<file path="config.mk">
export PLATFORM = sky130hd
export DESIGN_NAME = display_timings
export DESIGN_NICKNAME = d
export VERILOG_FILES = /design/src/rtl/display_timings.sv
export SDC_FILE = /design/constraint.sdc
export NUM_CORES = 1
export LEC_CHECK = 0
export CAP_MARGIN = 20
export CELL_PAD_IN_SITES_DETAIL_PLACEMENT = 1
export CELL_PAD_IN_SITES_GLOBAL_PLACEMENT = 2
export CORE_AREA = 2 2 119 75
export CTS_CLUSTER_DIAMETER = 80
export DETAILED_ROUTE_END_ITERATION = 12
export DIE_AREA = 0 0 121 77
export GPL_ROUTABILITY_DRIVEN = 0
export GPL_TIMING_DRIVEN = 0
export PLACE_DENSITY = 0.79
export SYNTH_ARGS = -nofsm -noshare
export SYNTH_HDL_FRONTEND = slang
export SYNTH_SLANG_ARGS = --single-unit
</file>
<file path="constraint.sdc">
create_clock -name clk_pix -period 2.9 [get_ports clk_pix]
set_input_delay 0.435 -clock clk_pix [delete_from_list [all_inputs] [get_ports clk_pix]]
set_output_delay 0.435 -clock clk_pix [all_outputs]
set_load 0.01 [all_outputs]
</file>
<file path="src/rtl/display_timings.sv">
// Raster timing generator: pixel position, sync, blanking and frame/line strobes, all registered.
// Optional macro DISPLAY_TIMINGS_LOOKAHEAD_EN adds sx_next/sy_next (position one cycle ahead).
module display_timings #(
  parameter int CORDW  = 11,
  parameter int H_RES  = 640,
  parameter int H_FP   = 16,
  parameter int H_SYNC = 96,
  parameter int H_BP   = 48,
  parameter int V_RES  = 480,
  parameter int V_FP   = 10,
  parameter int V_SYNC = 2,
  parameter int V_BP   = 33,
  parameter bit H_POL  = 1'b0,
  parameter bit V_POL  = 1'b0
) (
  input  logic             clk_pix,
  input  logic             rst_pix,
  output logic [CORDW-1:0] sx,
  output logic [CORDW-1:0] sy,
  output logic             hsync,
  output logic             vsync,
  output logic             de,
  output logic             frame,
  output logic             line,
  output logic [15:0]      frame_cnt
`ifdef DISPLAY_TIMINGS_LOOKAHEAD_EN
  ,
  output logic [CORDW-1:0] sx_next,
  output logic [CORDW-1:0] sy_next
`endif
);

  localparam int H_TOTAL = H_RES + H_FP + H_SYNC + H_BP;
  localparam int V_TOTAL = V_RES + V_FP + V_SYNC + V_BP;

  if (H_TOTAL > (1 << CORDW) || V_TOTAL > (1 << CORDW)) begin : g_width_check
    $error("display_timings: H_TOTAL/V_TOTAL do not fit in CORDW bits");
  end

  localparam logic [CORDW-1:0] ONE    = CORDW'(1);
  localparam logic [CORDW-1:0] H_LAST = CORDW'(H_TOTAL - 1);
  localparam logic [CORDW-1:0] V_LAST = CORDW'(V_TOTAL - 1);
  localparam logic [CORDW-1:0] H_ACT  = CORDW'(H_RES);
  localparam logic [CORDW-1:0] V_ACT  = CORDW'(V_RES);
  localparam logic [CORDW-1:0] HS_BEG = CORDW'(H_RES + H_FP);
  localparam logic [CORDW-1:0] HS_END = CORDW'(H_RES + H_FP + H_SYNC - 1);
  localparam logic [CORDW-1:0] VS_BEG = CORDW'(V_RES + V_FP);
  localparam logic [CORDW-1:0] VS_END = CORDW'(V_RES + V_FP + V_SYNC - 1);

  logic [CORDW-1:0] r_sx, r_sy;
  logic             r_hs, r_vs, r_de, r_frame, r_line;
  logic [15:0]      r_frame_cnt;
  logic [CORDW-1:0] w_sx_n, w_sy_n;

  // Every output is decoded from the next position so all of them land
  // together on the same edge as the coordinates.
  always_comb begin
    w_sx_n = r_sx + ONE;
    w_sy_n = r_sy;
    if (r_sx == H_LAST) begin
      w_sx_n = '0;
      w_sy_n = (r_sy == V_LAST) ? '0 : r_sy + ONE;
    end
  end

  always_ff @(posedge clk_pix) begin
    if (rst_pix) begin
      r_sx        <= H_LAST;
      r_sy        <= V_LAST;
      r_de        <= 1'b0;
      r_hs        <= ~H_POL;
      r_vs        <= ~V_POL;
      r_frame     <= 1'b0;
      r_line      <= 1'b0;
      r_frame_cnt <= '0;
    end else begin
      r_sx    <= w_sx_n;
      r_sy    <= w_sy_n;
      r_de    <= (w_sx_n < H_ACT) && (w_sy_n < V_ACT);
      r_hs    <= (w_sx_n >= HS_BEG && w_sx_n <= HS_END) ? H_POL : ~H_POL;
      r_vs    <= (w_sy_n >= VS_BEG && w_sy_n <= VS_END) ? V_POL : ~V_POL;
      r_line  <= (w_sx_n == '0);
      r_frame <= (w_sx_n == '0) && (w_sy_n == '0);
      if (w_sx_n == '0 && w_sy_n == '0) r_frame_cnt <= r_frame_cnt + 16'd1;
    end
  end

  assign sx        = r_sx;
  assign sy        = r_sy;
  assign de        = r_de;
  assign hsync     = r_hs;
  assign vsync     = r_vs;
  assign frame     = r_frame;
  assign line      = r_line;
  assign frame_cnt = r_frame_cnt;

`ifdef DISPLAY_TIMINGS_LOOKAHEAD_EN
  logic [CORDW-1:0] r_sx_next, r_sy_next;
  logic [CORDW-1:0] w_sx_nn, w_sy_nn;

  // Second step ahead, registered so sx_next tracks the next cycle's sx.
  always_comb begin
    w_sx_nn = w_sx_n + ONE;
    w_sy_nn = w_sy_n;
    if (w_sx_n == H_LAST) begin
      w_sx_nn = '0;
      w_sy_nn = (w_sy_n == V_LAST) ? '0 : w_sy_n + ONE;
    end
  end

  always_ff @(posedge clk_pix) begin
    if (rst_pix) begin
      r_sx_next <= '0;
      r_sy_next <= '0;
    end else begin
      r_sx_next <= w_sx_nn;
      r_sy_next <= w_sy_nn;
    end
  end

  assign sx_next = r_sx_next;
  assign sy_next = r_sy_next;
`endif

endmodule

</file>
# --- Word-level counts from Yosys, hierarchy flattened ---
# Index checks and enable logic that the tools add are counted.
word_totals:
  regBits: 43
  latch_bits: 0
  mem_bits_rw: 0
  romBits: 0
  input_bits: 2
  output_inout_bits: 43
  elab_cells: 30
  memories: 0
op_classes:
  n_addsub: 3
  n_mul: 0
  div_mod_pow: 0
  magnitude_cmp: 6
  eq_ne: 2
  n_shift: 0
  muxes: 5
  bitwise: 0
  n_reduce_logical: 6
op_table:
  columns: ["op", "count"]
  rows:
  - ["$mux 11", 3]
  - ["$add 11x1->11 const B", 2]
  - ["$eq 11x10->1 const B", 2]
  - ["$logic_not 11->1", 2]
  - ["$add 16x1->16 const B", 1]
  - ["$ge 11x10->1 const B", 1]
  - ["$ge 11x9->1 const B", 1]
  - ["$le 11x10->1 const B", 1]
  - ["$le 11x9->1 const B", 1]
  - ["$lt 11x10->1 const B", 1]
  - ["$lt 11x9->1 const B", 1]
  - ["$logic_and 1x1->1", 4]
  - ["$mux 1", 2]

# --- Logic depth before layout (Yosys ltp) ---
# Gate-level depths: netlist of run 1.
logic_depth:
  ltp_word: 6
  ltp_mapped: 11
  ltp_nobuf: 9

# --- Worst setup path after synthesis of run 1 ---
# Ideal clock, no wire load.
synth_timing:
  path_kind: "register to register"
  from: "register r_sy[5] (netlist: sy[5])"
  to: "register r_frame_cnt[10] (netlist: frame_cnt[10])"
  setup_time_ps: 70
  arrival_ps: 2625
  t_required_ps: 2830
  slack_ps: 205
  path_stages_with_launch: 9
  path_buffers: 1
  synth_period_minus_slack_ps: 2695
  cell_sequence: "dfxtp_1 > or3_4 > or4_4 > and2_4 > a221oi_2 > nand4_2 > buf_6 > or4_1 > a21oi_1"
synth_via:
  elab_chain_cells: 5
  elab_cells_between_ends: 6
  classes_between: "add/sub (1); eq/ne (1); mux (2); reduce/logical (2)"
synth_lines:
  columns: ["item", "line", "rtl"]
  rows:
  - ["start, declared", "50", "logic [CORDW-1:0] r_sx, r_sy;"]
  - ["start signal, assigned", "78", "r_sy <= w_sy_n;"]
  - ["$add 11x1->11 or $eq 11x10->1 (tied branches)", "62", "w_sy_n = (r_sy == V_LAST) ? '0 : r_sy + ONE;"]
  - ["$mux 11", "62", null]
  - ["$mux 11 (*)", "60", "if (r_sx == H_LAST) begin"]
  - ["$logic_not 11->1 (*)", "84", "if (w_sx_n == '0 && w_sy_n == '0) r_frame_cnt <= r_frame_cnt + 16'd1;"]
  - ["$logic_and 1x1->1 (*)", "84", null]
  - ["end signal, assigned", "84", null]
  - ["end, declared", "52", "logic [15:0] r_frame_cnt;"]
# Every way passes the cells marked *; elsewhere a longest branch is shown, timed or not.
# A chain may end at the register's enable or synchronous reset.

# --- Final worst setup path of run 1 ---
layout_timing:
  from: "register r_sy[9] (netlist: sy[9])"
  to: "register r_frame_cnt[2] (netlist: frame_cnt[2])"
# Same word-level chain as after synthesis.

==> run summary, run 1 <==
## GRT
- initial antenna violation count: 0
- total global routing track utilization: 19.1%
- met2 track utilization from global routing: 27.2%
- global-route wire length before repair: 13.9 mm
- overflow left after global routing: 0
- global-route track usage on met3: 3.57%
- met1 track utilization from global routing: 29.0%
- number of global-route vias before repair: 2540
- maximum number of pins on one net before global-route repair: 12
- most crowded layer after global routing: met1

## Detailed routing
- number of design rule violations left after detail routing: 0
- iteration-0 DRC count of the detailed router: 146
- Via density: 5.45
- router iterations before antenna repair: 4
- final wirelength: 8.54 mm
- post-detailed-route count of antenna-violating nets: 0
- count of vias placed by the detailed router: 2528
- WL/cell: 18.4 um

## Worst hold path
- type of the worst min-delay path: flop to flop

## STA
- final setup TNS: 0 ps
- relative max-transition margin: 53.2%
- final cycle utilization of the critical path: 97.2%
- Final Hold Viols: 0
- number of max-slew violations in the final report: 0
- Worst Tran Pin Value: 696 ps
- clock tree skew after final layout: 11.0 ps
- Finish-stage setup viols: 0
- post-layout min period: 2820 ps
- max frequency: 355 MHz

## Synth
- sequential share of the synthesized area: 34.5%
- Syn. warnings: 0
- number of distinct standard cells referenced by the synthesized netlist: 60
- Synth Cell Area: 0.00250 mm^2
- Post-Synthesis Net Count: 301
- flip-flop cell with the highest count after synthesis: sky130_fd_sc_hd__dfxtp_1
- ranking of synthesized cells by area: sky130_fd_sc_hd__dfxtp_1, sky130_fd_sc_hd__nand3_1, sky130_fd_sc_hd__nor2_1, sky130_fd_sc_hd__o31ai_1, sky130_fd_sc_hd__or4_1
- most repeated cell in the gate-level netlist after synthesis: sky130_fd_sc_hd__dfxtp_1
- number of flip-flops and latches in the synthesized netlist: 43
- number of enable flip-flop cells after synthesis: 0
- Synth async-reset ratio: 0%
- fraction of synthesized cell area taken by the top area cell type: 34.5%
- post-synthesis average cell area: 8.50 um^2
- largest area contributor in the netlist: sky130_fd_sc_hd__dfxtp_1
- number of instances in the synthesized netlist: 294
- most common library cells after synthesis: sky130_fd_sc_hd__dfxtp_1, sky130_fd_sc_hd__nor2_1, sky130_fd_sc_hd__nand3_1

## Power and ir drop
- largest vdd supply drop: 0.394 mV
- total power density per cell area: 820 mW/mm^2
- leakage power figure: 1.19 nW

## Finish
- ratio of cells with drive above 1 in the final layout: 21.9%
- number of nets in the final layout: 360
- final standard cell area without fillers: 0.00345 mm^2
- final antenna diode count: 0
- signed area change from the synthesized netlist to the final layout: 38.0%

## Clock tree
- total number of clock tree sinks: 43
- Max H-tree Level: 2
- insertion delay of the later-clocked pin in the worst-skew pair: 290 ps
- CTS clk-pin slew, worst paths: 60 ps
- CTS tree: built
- Root Buffer: sky130_fd_sc_hd__clkbuf_16
- number of buffers inserted during clock tree synthesis: 5
- maximum count of clock buffers along a single path: 2

## Placement
- port buffer count: 44
- Detailed Place HPWL: 6.07 mm
- placed cell area: 0.00308 mm^2

## Run status
- run status: finished, final reports clean

## Worst setup path
- Worst EP arrival: 3040 ps
- endpoint required time on the critical path: 3120 ps
- critical path peak fanout: 8
- WS Path Type: flop to flop
- Critical Path Start Type: flop
- endpoint type of the worst setup path: flop

## Die
- starting utilization of the core area: 30.4%
- number of placement rows: 26
- I/O pins: 45
- placeable core region: 0.00823 mm^2
- die outline area: 0.00932 mm^2
- die height: 77 um
- Die W: 121 um

## Job
- # Max-Cap Violations: 0

critical path, cell delays in order, from the launching register on:
cell,delay [ps]
sky130_fd_sc_hd__dfxtp_2,450
sky130_fd_sc_hd__or2b_2,350
sky130_fd_sc_hd__or4_4,500
sky130_fd_sc_hd__and2_4,170
sky130_fd_sc_hd__a221oi_4,310
sky130_fd_sc_hd__nand4_4,150
sky130_fd_sc_hd__buf_6,180
sky130_fd_sc_hd__or4_4,480
sky130_fd_sc_hd__a21oi_2,160
per-layer routing:
metal | share of wire, % | vias up
met4 | 1.1 | 0
li1 | - | 1215
met1 | 53 | 1257
met5 | 0 | -
met3 | 3.9 | 8
met2 | 42 | 48
cell type report:
type	instances	area [um^2]
Fill cell	973	4780
Sequential cell	43	876
Buffer	15	129
Clock buffer	6	129
Timing Repair Buffer	55	527
Tap cell	112	140
Multi-Input combinational cell	224	1610
Inverter	9	36.3
kinds of logic (layout without fill, tap and decap cells):
group,count (synthesis),in the layout,synth area share [%]
AO/OA/AOI/OAI,63,63,17.7
XOR/XNOR,13,13,4.56
adder cells (fa/ha/maj),5,5,2.50
buffers and inverters,27,85,6.76
flip-flops,43,43,34.5
multiplexers,6,6,2.50
AND/OR/NAND/NOR,137,137,31.5
sequential cells by signal, indices dropped and copies added (netlist names):
| register | cells |
|---|---|
| hsync | 1 |
| sy | 11 |
| sx | 11 |
| frame | 1 |
| vsync | 1 |
| line | 1 |
| frame_cnt | 16 |
| de | 1 |
per-stage QoR:
stage                     total power [mW]  hold slack, ps  setup WS (ps)  utilization (%)  std cells
after floorplan                       1.56             501            205                -        294
after global placement                1.94             476           -297             37.4        450
after detailed placement              1.96             485           -322             37.4        450
after CTS                             2.62             493           14.5             39.9        458
after global routing                  3.02             541          -43.2             41.9        464
final                                 2.83             509           82.1             41.9        464
power by group:
group          switching, mW  internal, mW  total, mW
clock network          0.237         0.310      0.547
registers              0.166         0.678      0.844
logic                  0.747         0.687       1.43
total                   1.15          1.68       2.83
placed cells by master (no fill, tap or decap), types with 8 or more instances in the layout:
cell                              count
sky130_fd_sc_hd__and3_1               9
sky130_fd_sc_hd__o31ai_1             12
sky130_fd_sc_hd__o21ai_0             11
sky130_fd_sc_hd__nand2_1             20
sky130_fd_sc_hd__or4_1                9
sky130_fd_sc_hd__buf_4               11
sky130_fd_sc_hd__dfxtp_1             33
sky130_fd_sc_hd__clkdlybuf4s50_1     44
sky130_fd_sc_hd__a21oi_1             12
sky130_fd_sc_hd__inv_1                8
sky130_fd_sc_hd__nor2_1              26
sky130_fd_sc_hd__nand3_1             20
sky130_fd_sc_hd__nor3_1               8
sky130_fd_sc_hd__dfxtp_2              9
worst paths after layout:
| kind | depth (start not counted) | slack, ps | startpoint | endpoint |
|---|---|---|---|---|
| max | 8 | 80 | sy[9] | frame_cnt[2] |
| max reg2reg | 8 | 80 | sy[9] | frame_cnt[2] |
| min | 2 | 510 | frame_cnt[11] | frame_cnt[11] |
| min reg2reg | 2 | 510 | frame_cnt[11] | frame_cnt[11] |
repair_timing:
item | in CTS | in global routing
endpoints found under the setup margin | 17 | 15
hold buffers | 0 | 0
resized for setup | 17 | 30
setup buffers | 5 | 5
cloned | 0 | 1
pin swaps | 5 | 9
(Power assumes the default switching activity.)
==> inputs of run 2 (changes only) <==
--- a/config.mk
+++ b/config.mk
@@ -15,6 +15,7 @@
 export GPL_ROUTABILITY_DRIVEN = 0
 export GPL_TIMING_DRIVEN = 0
 export PLACE_DENSITY = 0.79
+export SETUP_SLACK_MARGIN = 0.3
 export SYNTH_ARGS = -nofsm -noshare
 export SYNTH_HDL_FRONTEND = slang
 export SYNTH_SLANG_ARGS = --single-unit
==> run summary, run 2 (synthesized netlist as in run 1, its figures left out) <==
## Clock tree
- maximum count of clock buffers along a single path: 2, unchanged
- Root Buffer: sky130_fd_sc_hd__clkbuf_16, unchanged
- number of buffers inserted during clock tree synthesis: 5, unchanged
- Max H-tree Level: 2, unchanged
- total number of clock tree sinks: 43, unchanged
- CTS clk-pin slew, worst paths: 60 ps, about the same
- CTS tree: built, unchanged
- hold bufs inserted after CTS: 0, unchanged
- insertion delay of the later-clocked pin in the worst-skew pair: 290 ps, about the same

## STA
- clock tree skew after final layout: 7.44 ps, was 11.0 ps
- Finish-stage setup viols: 0, unchanged
- number of max-slew violations in the final report: 0, unchanged
- final cycle utilization of the critical path: 99.2%, was 97.2%
- Final Hold Viols: 0, unchanged
- post-layout min period: 2880 ps, was 2820 ps
- max frequency: 348 MHz, was 355 MHz
- relative max-transition margin: 59.3%, was 53.2%
- Worst Tran Pin Value: 610 ps, was 696 ps
- unrepaired setup endpoints after global routing: true
- final setup TNS: 0 ps, unchanged

## Finish
- number of nets in the final layout: 379, was 360
- commonest non-fill, non-tap cell in the layout: sky130_fd_sc_hd__clkdlybuf4s50_1, unchanged
- final antenna diode count: 0, unchanged
- ratio of cells with drive above 1 in the final layout: 30.9%, was 21.9%
- utilization after layout: 45.9%, was 41.9%
- most used cells in the layout excluding fill and tap cells: sky130_fd_sc_hd__clkdlybuf4s50_1, sky130_fd_sc_hd__dfxtp_1, sky130_fd_sc_hd__nor2_1, unchanged
- signed area change from the synthesized netlist to the final layout: 51.3%, was 38.0%
- final standard cell area without fillers: 0.00378 mm^2, was 0.00345 mm^2
- number of flip-flops in the largest register: 16, unchanged

## Worst hold path
- destination of the worst hold path: frame_cnt[13], was frame_cnt[11]
- worst hold stages: 2, unchanged
- type of the worst min-delay path: flop to flop, unchanged
- Worst Min Path Start: frame_cnt[13], was frame_cnt[11]

## Die
- die outline area: 0.00932 mm^2, unchanged
- placeable core region: 0.00823 mm^2, unchanged
- starting utilization of the core area: 30.4%, unchanged
- number of placement rows: 26, unchanged
- Die W: 121 um, unchanged
- I/O pins: 45, unchanged
- die height: 77 um, unchanged

## Detailed routing
- WL/cell: 18.6 um, was 18.4 um
- count of vias placed by the detailed router: 2642, was 2528
- post-detailed-route count of antenna-violating nets: 0, unchanged
- final wirelength: 9.02 mm, was 8.54 mm
- router iterations before antenna repair: 4, unchanged
- number of design rule violations left after detail routing: 0, unchanged
- iteration-0 DRC count of the detailed router: 110, was 146
- Via density: 5.46, was 5.45

## Worst setup path
- endpoint type of the worst setup path: flop, unchanged
- Critical Path Start Type: flop, unchanged
- cell with the largest stage delay on the worst path: sky130_fd_sc_hd__or4_4, unchanged
- depth of the worst register-to-register path: 11, was 8
- Worst EP arrival: 3100 ps, was 3040 ps
- dominant delay contributor by cell family on the critical path: simple AND/OR/NAND/NOR gates, unchanged
- WS Path Type: flop to flop, unchanged
- largest incremental delay on the critical path: 560 ps, was 500 ps
- most prevalent standard cell on the critical path: sky130_fd_sc_hd__buf_6, was sky130_fd_sc_hd__or4_4
- endpoint of the worst-slack reg-to-reg timing path: frame_cnt[13], was frame_cnt[2]
- cells traversed along the worst timing path: buf_6 -> or4_4 -> nor3_4 -> buf_12 -> and3_4 -> mux2i_2 -> nand4_2 -> buf_6 -> buf_2 -> or4_1 -> a21oi_2, was or2b_2 -> or4_4 -> and2_4 -> a221oi_4 -> nand4_4 -> buf_6 -> or4_4 -> a21oi_2
- worst reg2reg path startpoint: sx[6], was sy[9]
- WP buf/inv: 4, was 1
- endpoint required time on the critical path: 3120 ps, about the same
- critical path peak fanout: 5, was 8
- setup slack on the worst flop-to-flop path: 20 ps, was 80 ps

## GRT
- initial antenna violation count: 0, unchanged
- number of global-route vias before repair: 2579, was 2540
- global-route wire length before repair: 14.1 mm, was 13.9 mm
- maximum number of pins on one net before global-route repair: 13, was 12
- overflow left after global routing: 0, unchanged
- total global routing track utilization: 19.4%, was 19.1%

## Placement
- Detailed Place HPWL: 5.96 mm, was 6.07 mm
- placed cell area: 0.00313 mm^2, was 0.00308 mm^2
- port buffer count: 44, unchanged

## Power and ir drop
- leakage power figure: 1.37 nW, was 1.19 nW
- proportion of power drawn by the clock network: 19.6%, was 19.4%
- Internal: 1.79 mW, was 1.68 mW
- net switching fraction of the power: 39.9%, was 40.7%
- net switching power: 1.19 mW, was 1.15 mW
- largest vdd supply drop: 0.379 mV, was 0.394 mV
- total power density per cell area: 788 mW/mm^2, was 820 mW/mm^2
- Comb pwr share: 53.5%, was 50.8%
- register share of total power: 26.8%, was 29.9%

## Run status
- run status: finished, final reports clean, unchanged

## Job
- # Max-Cap Violations: 0, unchanged

## run 2: cell types whose count changed in the layout (fill, tap and decap cells not counted), moves of 4 or more
cell	previous run	this run
sky130_fd_sc_hd__o31ai_1	12	4
sky130_fd_sc_hd__o31ai_2	1	5
sky130_fd_sc_hd__buf_6	5	9
sky130_fd_sc_hd__o31ai_4	0	4
sky130_fd_sc_hd__dfxtp_2	9	5
sky130_fd_sc_hd__buf_4	11	21
## run 2: final cells by class
class / count / area (um^2)
plain buffers: 18 / 178
clock buffers: 6 / 139
clock inverters: 1 / 5.00
fillers: 953 / 4450
inverters: 9 / 33.8
multi-input cells: 224 / 1720
flip-flops and latches: 43 / 875
well taps: 112 / 140
repair buffers: 71 / 688
## run 2: worst max path at each step
| stage | from | endpoint | slack (ps) | cells after the start |
|---|---|---|---|---|
| final | sx[6] | frame_cnt[13] | 20 | 11 |
| after floorplan | sx[6] | frame_cnt[10] | 270 | 9 |
| after CTS | sx[5] | frame_cnt[2] | 110 | 12 |
| after global routing | sx[6] | frame_cnt[13] | -50 | 12 |
| after global placement | sx[3] | frame_cnt[3] | -100 | 9 |
| after detailed placement | sx[3] | frame_cnt[3] | -140 | 9 |
## run 2: per-layer routing
metal  wire [um]  part of all wire [%]  GRT usage, %  up-vias
met5           0                     0             0        -
met4          74                  0.82          3.95        0
met3         340                   3.8          4.46        6
met2        3830                    42          26.3       56
met1        4780                    53          30.4     1325
li1            -                     -             -     1255
## run 2: power groups by stage
stage,Combinational [mW],Clock (mW),Sequential [mW]
finish,1.60,0.585,0.800
global route,1.71,0.614,0.818
CTS,1.50,0.597,0.794
detailed placement,1.20,0,0.807
global placement,1.19,0,0.807
floorplan,0.803,0,0.805
## run 2: metrics by stage
step	setup WS [ps]	instances	power, mW	hold WS (ps)
after global placement	-97.5	450	2.00	487
after CTS	108	480	2.89	501
after detailed placement	-141	450	2.01	491
final	22.3	484	2.98	497
after global routing	-46.6	484	3.14	536
after floorplan	273	294	1.61	505
## run 2: repair_timing
item | 4_1_cts | 5_1_grt
gates resized for setup | 33 | 34
pin swaps | 18 | 12
gates cloned | 2 | 0
setup buffers | 21 | 4
endpoints found under the setup margin | 18 | 17
## run 2: tightest hold or removal path: stages, from the launching register on
cell and delay [ps]:
sky130_fd_sc_hd__dfxtp_1 330, sky130_fd_sc_hd__o31ai_2 70, sky130_fd_sc_hd__a21oi_2 50
